File: src/rtl/mem_port_arbiter_pkg.sv
// Shared definitions for the unified-memory port arbiter: FSM encoding and default widths.
package mem_port_arbiter_pkg;

  localparam int DEF_W       = 16;
  localparam int DEF_AW      = 16;
  localparam int DEF_TIMEOUT = 15;

  typedef enum logic [1:0] {
    IDLE     = 2'd0,
    IF_BUSY  = 2'd1,
    MEM_BUSY = 2'd2,
    RESP     = 2'd3
  } state_t;

endpackage

File: src/rtl/mem_port_arbiter_bus_watchdog.sv
// Counts BUSY cycles from a start pulse; expired fires in the last allowed cycle without ready.
module bus_watchdog
  import mem_port_arbiter_pkg::*;
#(
  parameter int TIMEOUT = DEF_TIMEOUT
) (
  input  logic clk,
  input  logic rst,
  input  logic start,
  input  logic ready,
  output logic expired
);

  logic [7:0] cnt;
  logic       active;

  // Counter equals the BUSY-cycle index, so the TIMEOUT-th cycle is cnt == TIMEOUT-1.
  assign expired = active && !ready && (cnt == 8'(TIMEOUT - 1));

  always_ff @(posedge clk or posedge rst) begin
    if (rst) begin
      cnt    <= 8'd0;
      active <= 1'b0;
    end else if (start) begin
      cnt    <= 8'd0;
      active <= 1'b1;
    end else if (active) begin
      if (ready || expired) begin
        active <= 1'b0;
      end else begin
        cnt <= cnt + 8'd1;
      end
    end
  end

endmodule

File: src/rtl/mem_port_arbiter.sv
// Arbitrates fetch and memory-stage requests onto one single-port memory; memory stage wins.
module mem_port_arbiter
  import mem_port_arbiter_pkg::*;
#(
  parameter int W       = DEF_W,
  parameter int AW      = DEF_AW,
  parameter int TIMEOUT = DEF_TIMEOUT
) (
  input  logic          clk,
  input  logic          rst,
  input  logic          if_req,
  input  logic [AW-1:0] if_addr,
  output logic [W-1:0]  if_rdata,
  output logic          if_valid,
  input  logic          mem_rd,
  input  logic          mem_wr,
  input  logic [AW-1:0] mem_addr,
  input  logic [W-1:0]  mem_wdata,
  output logic [W-1:0]  mem_rdata,
  output logic          mem_done,
  output logic          m_en,
  output logic          m_we,
  output logic [AW-1:0] m_addr,
  output logic [W-1:0]  m_wdata,
  input  logic [W-1:0]  m_rdata,
  input  logic          m_ready,
  output logic          stall_fetch,
  output logic          stall_pipe,
  output logic          err
);

  state_t state;
  logic   mem_any;
  logic   start;
  logic   expired;

  assign mem_any     = mem_rd | mem_wr;
  assign start       = (state == IDLE) && (mem_any || if_req);
  assign stall_pipe  = mem_any & ~mem_done;
  assign stall_fetch = stall_pipe | (if_req & ~if_valid);

  bus_watchdog #(.TIMEOUT(TIMEOUT)) u_watchdog (
    .clk     (clk),
    .rst     (rst),
    .start   (start),
    .ready   (m_ready),
    .expired (expired)
  );

  always_ff @(posedge clk or posedge rst) begin
    if (rst) begin
      state     <= IDLE;
      err       <= 1'b0;
      m_en      <= 1'b0;
      m_we      <= 1'b0;
      m_addr    <= '0;
      m_wdata   <= '0;
      if_rdata  <= '0;
      if_valid  <= 1'b0;
      mem_rdata <= '0;
      mem_done  <= 1'b0;
    end else begin
      m_en     <= 1'b0;
      if_valid <= 1'b0;
      mem_done <= 1'b0;
      case (state)
        IDLE: begin
          if (mem_any) begin
            state   <= MEM_BUSY;
            m_en    <= 1'b1;
            m_we    <= mem_wr;
            m_addr  <= mem_addr;
            m_wdata <= mem_wdata;
          end else if (if_req) begin
            state   <= IF_BUSY;
            m_en    <= 1'b1;
            m_we    <= 1'b0;
            m_addr  <= if_addr;
            m_wdata <= '0;
          end
        end
        IF_BUSY, MEM_BUSY: begin
          // Response pulse and data are registered on the exit edge so they appear in RESP.
          if (m_ready || expired) begin
            state   <= RESP;
            m_we    <= 1'b0;
            m_addr  <= '0;
            m_wdata <= '0;
            if (!m_ready) err <= 1'b1;
            if (state == IF_BUSY) begin
              if_valid <= 1'b1;
              if_rdata <= m_ready ? m_rdata : '0;
            end else begin
              mem_done  <= 1'b1;
              mem_rdata <= (m_ready && !m_we) ? m_rdata : '0;
            end
          end
        end
        RESP:    state <= IDLE;
        default: state <= IDLE;
      endcase
    end
  end

endmodule
File: config.mk
export PLATFORM = sky130hd
export DESIGN_NAME = mem_port_arbiter
export DESIGN_NICKNAME = d
export VERILOG_FILES = /design/src/rtl/mem_port_arbiter_pkg.sv /design/src/rtl/mem_port_arbiter_bus_watchdog.sv /design/src/rtl/mem_port_arbiter.sv
export SDC_FILE = /design/constraint.sdc
export NUM_CORES = 1
export LEC_CHECK = 0
export ABC_AREA = 1
export ABC_CLOCK_PERIOD_IN_PS = 2600
export BUFFER_PORTS_ARGS = -buffer_cell sky130_fd_sc_hd__buf_2
export CAP_MARGIN = 15
export CORE_ASPECT_RATIO = 1.1
export CORE_MARGIN = 1.5
export CORE_UTILIZATION = 50
export DETAILED_ROUTE_END_ITERATION = 6
export GPL_ROUTABILITY_DRIVEN = 0
export GPL_TIMING_DRIVEN = 0
export PLACE_DENSITY = 0.85
export SYNTH_ARGS = -nofsm -noshare
export SYNTH_HDL_FRONTEND = slang
export SYNTH_HIERARCHICAL = 1
export SYNTH_SLANG_ARGS = --single-unit
File: constraint.sdc
create_clock -name clk -period 2.6 [get_ports clk]
set_clock_uncertainty 0.1 [all_clocks]
set_input_delay 0.13 -clock clk [delete_from_list [all_inputs] [get_ports clk]]
set_output_delay 0.13 -clock clk [all_outputs]
set_load 0.005 [all_outputs]
## Word level (Yosys, flattened, before mapping)

Index checks and enable logic that the tools add are counted.

- Flip-flop bits (word level): 80
- Latch bits: 0
- RAM bits: 0
- Memory bits (read-only): 0
- Bits of input ports: 70
- Output and inout bits: 71
- Word-level logic and storage cells: 78
- Memories kept: 0

- $add $sub $neg: 1
- Multipliers: 0
- Divide/modulo/power cells: 0
- Order comparisons: 0
- Eq/ne operators: 7
- Shift-type cells: 0
- Mux-type cells: 32
- Bitwise gates (word level): 8
- Reductions and logical operators: 18

Operators by type and width:

| cell | number |
|---|---|
| 16-bit 2-to-1 mux | 7 |
| 16-bit case mux with 2 select lines | 2 |
| 8-bit 2-to-1 mux | 3 |
| 1-bit 2-to-1 mux | 15 |
| 3-bit AND reduction | 4 |
| 8-bit by 1-bit adder with 8-bit output (second input constant) | 1 |
| 8-bit by 4-bit equality test with 1-bit output (second input constant) | 1 |
| 2-bit 2-to-1 mux | 3 |
| 2-bit case mux with 3 select lines | 1 |
| 2-bit equality test (second input constant) | 2 |
| 1-bit logical AND | 4 |
| 2-bit inequality test (second input constant) | 2 |
| 1-bit NOT | 4 |
| 2-bit AND reduction | 2 |
| 2-bit nonzero test | 2 |
| 3-bit inequality test (second input constant) | 1 |
| 1-bit bitwise AND | 2 |
| 2-bit by 1-bit equality test with 1-bit output (second input constant) | 1 |
| 1-bit zero test | 2 |
| 2-bit zero test | 1 |
| 1-bit logical OR | 2 |
| 1-bit OR | 2 |
| 1-bit case mux with 2 select lines | 1 |
| 2-bit OR reduction | 1 |

## Depth between registers and ports, before layout

Gate-level depths: netlist (run 1).

- Word-level depth: 7
- Depth in mapped cells: 11
- Depth with buffers taken out: 10

## Hierarchy

The synthesis (run 1) kept the hierarchy.

By module, submodules not included:

| module | instances | cells each | area an instance (um2) | sequential area each (um2) |
|---|---|---|---|---|
| mem_port_arbiter | 1 | 444 | 3463.3 | 1776.7 |
| bus_watchdog | 1 | 78 | 565.5 | 225.2 |

## Least setup slack after synthesis (run 1)

OpenSTA, ideal clock, no wires.

- Path kind: reg2reg
- Start: register u_watchdog.cnt[0]
- End: register m_addr[10]
- Setup time: 116 ps
- Data arrival time: 1768 ps
- Data required time: 2384 ps
- Setup slack: 615 ps
- Cell stages (with the launch flop): 11
- Buffers on the path: 1
- Period minus slack after synthesis: 1985 ps
- Cells stage by stage: dfrtp_1 inv_1 ha_1 nand3_1 nor3_1 nor2_4 o21ai_4 nand2_8 buf_12 nand2_2 nand2_1

- Cells in the longest elaborated chain, start to end: 5

Ends and longest elaborated chain:

| item | line | source |
|---|---|---|
| from (decl) | mem_port_arbiter_bus_watchdog.sv:14 | `logic [7:0] cnt;` |
| from (signal assigned) | mem_port_arbiter_bus_watchdog.sv:31 | `cnt <= cnt + 8'd1;` |
| 8-bit by 4-bit equality test with 1-bit output | mem_port_arbiter_bus_watchdog.sv:18 | `assign expired = active && !ready && (cnt == 8'(TIMEOUT - 1));` |
| 1-bit logical AND | mem_port_arbiter_bus_watchdog.sv:18 |  |
| named net expired | mem_port_arbiter.sv:35 | `logic expired;` |
| 1-bit logical OR | mem_port_arbiter.sv:84 | `if (m_ready \|\| expired) begin` |
| 2-bit inequality test (no source line) | - |  |
| 3-bit AND reduction (no source line) | - |  |
| to (signal assigned) | mem_port_arbiter.sv:72 | `m_addr <= mem_addr;` |
| to (signal assigned) | mem_port_arbiter.sv:78 | `m_addr <= if_addr;` |
| to (decl) | mem_port_arbiter.sv:23 | `output logic [AW-1:0] m_addr,` |

The timed path passes the listed nets, and every way through them passes these cells.
A chain may end at the register's enable or synchronous reset.

## Final worst setup path (run 1)

- Start: register u_watchdog.cnt[0]
- End: register m_wdata[5]

- Cells in the longest elaborated chain, start to end: 5

Ends and longest elaborated chain:

| item | line | source |
|---|---|---|
| 8-bit by 4-bit equality test with 1-bit output | mem_port_arbiter_bus_watchdog.sv:18 |  |
| 1-bit logical AND | mem_port_arbiter_bus_watchdog.sv:18 |  |
| named net expired | mem_port_arbiter.sv:35 |  |
| 1-bit logical OR | mem_port_arbiter.sv:84 |  |
| 2-bit inequality test (no source line) | - |  |
| 3-bit AND reduction (no source line) | - |  |
| to (signal assigned) | mem_port_arbiter.sv:73 | `m_wdata <= mem_wdata;` |
| to (decl) | mem_port_arbiter.sv:24 | `output logic [W-1:0] m_wdata,` |

The timed path passes the listed nets, and every way through them passes these cells.

==> impl_metrics.ini, run 1 <==
[run_status]
status = complete, no violations

[place]
io_buffers = 140
pre_cts_slack_ps = 367
dp_hpwl_um = 7280
dp_cells = 770

[floorplan]
die_area_um2 = 8610
pin_count = 141
row_count = 34
die_w_um = 88.6
initial_core_util = 0.512
core_um2 = 7870
fp.dieH_um = 97.1

[logic_synthesis]
yosysWarnings = 6
postSynthAreaPerCell_um2 = 7.72
ys_types = 29
yosysSeqAreaShare = 0.497
synth_top_cell_by_area = dfrtp_1
ys_seq_elements = 80
synthTopCellsByArea = dfrtp_1 (50%), nand2_1 (18%), nor2_1 (5.7%)
syn-num-nets = 596
syn-cell-area_um2 = 4030
synth_top_area_share = 0.497
netlist_instances = 522

[clock_network]
clk_latency_ps = 350
numCtsBuffers = 9
cts_resized = 0
clk_pin_slew_ps = 90
cts_root_buf = clkbuf_8
clock-sinks = 80
cts_tree = done
post-cts-setup-buffers = 0
hold_buffers = 32
clk_path_buf_depth = 2
htreeDepth = 3

[timing]
hold_violations = 0
finalSetupViolCount = 0
tightest_slew_ps = 850
fin_crit_ps = 2260
timing.final.crit_share = 0.868
fmax_mhz = 443
setup_slack_ps = 344
rsz0062_at_grt = no
max_slew_margin = 0.433
slew_viol_final = 0

[final_layout]
mostFrequentLayoutCell = nand2_1
layoutNonFillerInstCount = 818
area_delta_synth_final_pct = 33.8
fin_nets = 779
mostFrequentLayoutCells = nand2_1 (192), buf_2 (148), dfrtp_1 (80), nor2_1 (61), inv_1 (51)
antenna_cells = 0
drive_above_1_share = 0.286

[route]
drt-pass1-iter-count = 5
avgRoutedWirePerCell_um = 12.8
vias_per_cell = 4.91
wl_um = 10500
dr_total_vias = 4020
initialDrtViolationCount = 183
antenna_left = 0
drc_errors = 0

[grt]
grt_usage = 0.255
grt_pass1_vias = 3879
gr-total-overflow = 0
grt_antenna_before_repair = 0
grt_max_degree = 72
grt_pass1_wl_um = 17200

[setup_path]
worstPathArrival_ps = 2400
worstPathRequired_ps = 2740
reg2regPathDepth = 10
r2r_slack_ps = 340
worstSetupStartpointType = flop
end_kind = flop
critPathKind = flop to flop
reg2reg_to = m_wdata[5]$_DFFE_PP0P_
crit-reg2reg-launch = u_watchdog/cnt[0]$_DFFE_PP0P_
cp_max_fo = 10

[run]
drv_cap = 0

[hold_path]
hp-class = input pin to flop
min_delay_worst_endpoint = m_wdata[9]$_DFFE_PP0P_
hp-start = mem_wdata[9]
hold_depth = 5

[power]
fin_total_pwr_mw = 5.58
power.leakage_nw = 3.13
power_density_nw_per_um2 = 1040
ir_drop_mv = 0.567
cells by family after synthesis:
| kind of cell | share of synthesized area |
|---|---|
| buffers and inverters | 0.0935 |
| adder cells (fa/ha/maj) | 0.0124 |
| flip-flops | 0.497 |
| XOR/XNOR | 0.00435 |
| AO/OA/AOI/OAI | 0.0711 |
| AND/OR/NAND/NOR | 0.322 |
cells in the mapped netlist (all sizes together):
| cell type | n |
|---|---|
| a31o | 1 |
| o21ai | 51 |
| buf | 18 |
| a21oi | 1 |
| dfrtp | 80 |
| nand4 | 2 |
| o22ai | 1 |
| clkbuf | 4 |
| nand3 | 27 |
| xor2 | 2 |
| nor2 | 68 |
| inv | 55 |
| ha | 4 |
| nand2 | 206 |
| nor3 | 2 |
how the worst max path moves through the flow:
stage,startpoint,endpoint,depth (start not counted)
after floorplan,rst,err$_DFFE_PP0P_,1
after global placement,rst,mem_rdata[0]$_DFFE_PP0P_,2
after detailed placement,u_watchdog/cnt[0]$_DFFE_PP0P_,m_addr[4]$_DFFE_PP0P_,10
after CTS,u_watchdog/cnt[0]$_DFFE_PP0P_,m_addr[0]$_DFFE_PP0P_,10
after global routing,u_watchdog/cnt[0]$_DFFE_PP0P_,m_wdata[4]$_DFFE_PP0P_,10
final,u_watchdog/cnt[0]$_DFFE_PP0P_,m_wdata[5]$_DFFE_PP0P_,10
critical path: stages, from the launching register on:
cell	delay [ps]
dfrtp_1	430
inv_1	100
ha_1	140
nand3_1	110
nor3_1	430
nor2_4	80
o21ai_4	360
nand2_8	110
buf_6	170
nand2_1	50
nand2_1	60
power breakdown:
| group | internal (mW) | switching, mW | total [mW] |
|---|---|---|---|
| clock | 0.454 | 0.486 | 0.939 |
| sequential | 1.67 | 0.254 | 1.92 |
| combinational | 1.11 | 1.61 | 2.72 |
| total | 3.23 | 2.35 | 5.58 |
state kept, by name (all words and copies together), names as in the netlist:
name	flops
if_rdata	16
if_valid	1
m_we	1
m_wdata	16
mem_done	1
mem_rdata	16
state	2
m_en	1
u_watchdog/active	1
m_addr	16
err	1
u_watchdog/cnt	8
metal layers:
metal / wire length [µm] / track usage
met1: 4290 / 0.305
met2: 5330 / 0.438
met3: 484 / 0.0425
met4: 376 / 0.121
met5: 0 / 0
through the flow:
step / cell area (µm²) / util / hold slack [ps] / TNS [ps]
detailed placement: 4870 / 0.618 / 42.0 / 0
global placement: 4860 / 0.618 / 25.5 / -16830
CTS: 5390 / 0.685 / 2.12 / 0
finish: 5390 / 0.685 / 7.99 / 0
global route: 5390 / 0.685 / 23.3 / 0
floorplan: 4030 / - / -142 / 0
final cells by class:
class | instances | area, µm²
well taps | 108 | 135
inverters | 55 | 209
fillers | 633 | 2480
multi-input cells | 365 | 1650
flip-flops and latches | 80 | 2000
repair buffers | 172 | 1020
clock buffers | 9 | 124
clock inverters | 7 | 77.6
plain buffers | 22 | 170
(Power assumes the default switching activity.)
==> run 2, diff against run 1 <==
Settings changed: CORE_MARGIN 1.5 to not set, HOLD_SLACK_MARGIN set to 0.15.
==> run 2 against run 1 <==
Sequential cell count unchanged. Count of clock-buffer cells in the layout unchanged. Largest cell class unchanged. Cell count up 3.9%. Highest routed layer unchanged.
==> impl_metrics.ini, run 2 (same netlist as run 1, synthesis figures left out) <==
[timing]
timing.final.crit_share = 0.892
fmax_mhz = 431
tightest_slew_ps = 871
slew_viol_final = 0
fin_crit_ps = 2320
finalSetupViolCount = 0
max_slew_margin = 0.419
rsz0062_at_grt = no
hold_violations = 0
hold_ws_ps = 191

[final_layout]
mostFrequentLayoutCell = nand2_1
fillers = 547
drive_above_1_share = 0.272
fin_nets = 814
mostFrequentLayoutCells = nand2_1 (192), buf_2 (148), dfrtp_1 (80), dlygate4sd3_1 (67), nor2_1 (61)
antenna_cells = 0
area_delta_synth_final_pct = 41.9

[clock_network]
clk_latency_ps = 360
cts_tree = done
numCtsBuffers = 9
clk_pin_slew_ps = 90
clock-sinks = 80
cts_resized = 0
clk_path_buf_depth = 2
cts_root_buf = clkbuf_8
htreeDepth = 3

[route]
vias_per_cell = 4.97
drc_errors = 0
wl_um = 11500
dr_total_vias = 4226
drt-pass1-iter-count = 5
avgRoutedWirePerCell_um = 13.5
initialDrtViolationCount = 176
antenna_left = 0

[floorplan]
fp.dieH_um = 96.1
die_area_um2 = 8420
pin_count = 141
initial_core_util = 0.527
die_w_um = 87.6
row_count = 33
core_um2 = 7640

[power]
power.leakage_nw = 3.29
ir_drop_mv = 0.444
fin_total_pwr_mw = 5.81
power_density_nw_per_um2 = 1020

[grt]
grt_usage = 0.290
grt_pass1_vias = 4073
grt_max_degree = 72
grt_antenna_before_repair = 0
gr-total-overflow = 0
grt_pass1_wl_um = 18500

[run_status]
status = complete, no violations

[setup_path]
critPathKind = flop to flop
worstPathArrival_ps = 2520
worstSetupStartpointType = flop
worstPathRequired_ps = 2800
cp_max_fo = 10
end_kind = flop

[run]
drv_cap = 0

[place]
dp_hpwl_um = 7260
io_buffers = 140

[hold_path]
hp-class = input pin to async pin
## run 2: cell types whose count changed in the layout (fill, tap and decap cells not counted)
cell / change
inv_6: +2
clkinv_4: -1
clkinvlp_4: -1
dlygate4sd3_1: +35
bufinv_16: -1
inv_8: +1
## run 2: timing repair
action | CTS | global route
hold buffers | 67 | 0
endpoints found under the hold margin | 148 | 0
buffers inserted | 0 | 0
## run 2: final timing paths
path / end / slack, ps / from / depth (start not counted)
worst min-delay path: u_watchdog/cnt[4]$_DFFE_PP0P_ / 190 / rst / 3
max in group asynchronous: mem_rdata[6]$_DFFE_PP0P_ / 1420 / rst / 3
worst max-delay path: m_addr[1]$_DFFE_PP0P_ / 280 / state[0]$_DFFE_PP0P_ / 10
worst max register to register: m_addr[1]$_DFFE_PP0P_ / 280 / state[0]$_DFFE_PP0P_ / 10
worst min register to register: err$_DFFE_PP0P_ / 370 / err$_DFFE_PP0P_ / 1
min in group clk: m_en$_DFF_PP0_ / 210 / if_req / 3
## run 2: routing by layer
layer	up-vias	global-route usage	part of all wire
met3	41	0.0626	0.060
met2	174	0.516	0.50
met1	1974	0.327	0.40
met5	-	0	0
li1	2037	-	-
met4	0	0.145	0.035
## run 2: critical path, stage by stage (launching register included)
cell and delay, ps:
dfrtp_1 380, inv_1 50, ha_1 340, inv_2 120, buf_6 150, buf_2 210
nand2_1 110, nor2_1 130, dlygate4sd3_1 560, nand2_1 60, nand2_1 60
## run 2: where the power goes
part / internal, mW / leakage (nW) / switching, mW
clock network: 0.369 / 0.0973 / 0.504
registers: 1.67 / 1.05 / 0.255
logic: 1.31 / 2.14 / 1.70
## run 2: area by class of cell
cell class,instances,area (µm²),area share
Inverter,55,209,0.0365
Clock buffer,9,124,0.0217
Buffer,22,170,0.0298
Clock inverter,7,60.1,0.0105
Tap cell,105,131,0.0230
Multi-Input combinational cell,365,1650,0.289
Timing Repair Buffer,207,1370,0.240
Sequential cell,80,2000,0.350
## run 2: metrics by stage
| step | setup TNS, ps | area (µm²) | setup slack [ps] | instances | utilization |
|---|---|---|---|---|---|
| final | 0 | 5720 | 281 | 850 | 0.749 |
| after global routing | 0 | 5720 | 119 | 850 | 0.749 |
| after CTS | 0 | 5720 | 334 | 850 | 0.749 |
| after detailed placement | 0 | 4860 | 331 | 767 | 0.637 |
| after global placement | -17420 | 4860 | -251 | 767 | 0.636 |
| after floorplan | 0 | 4030 | 573 | 522 | - |
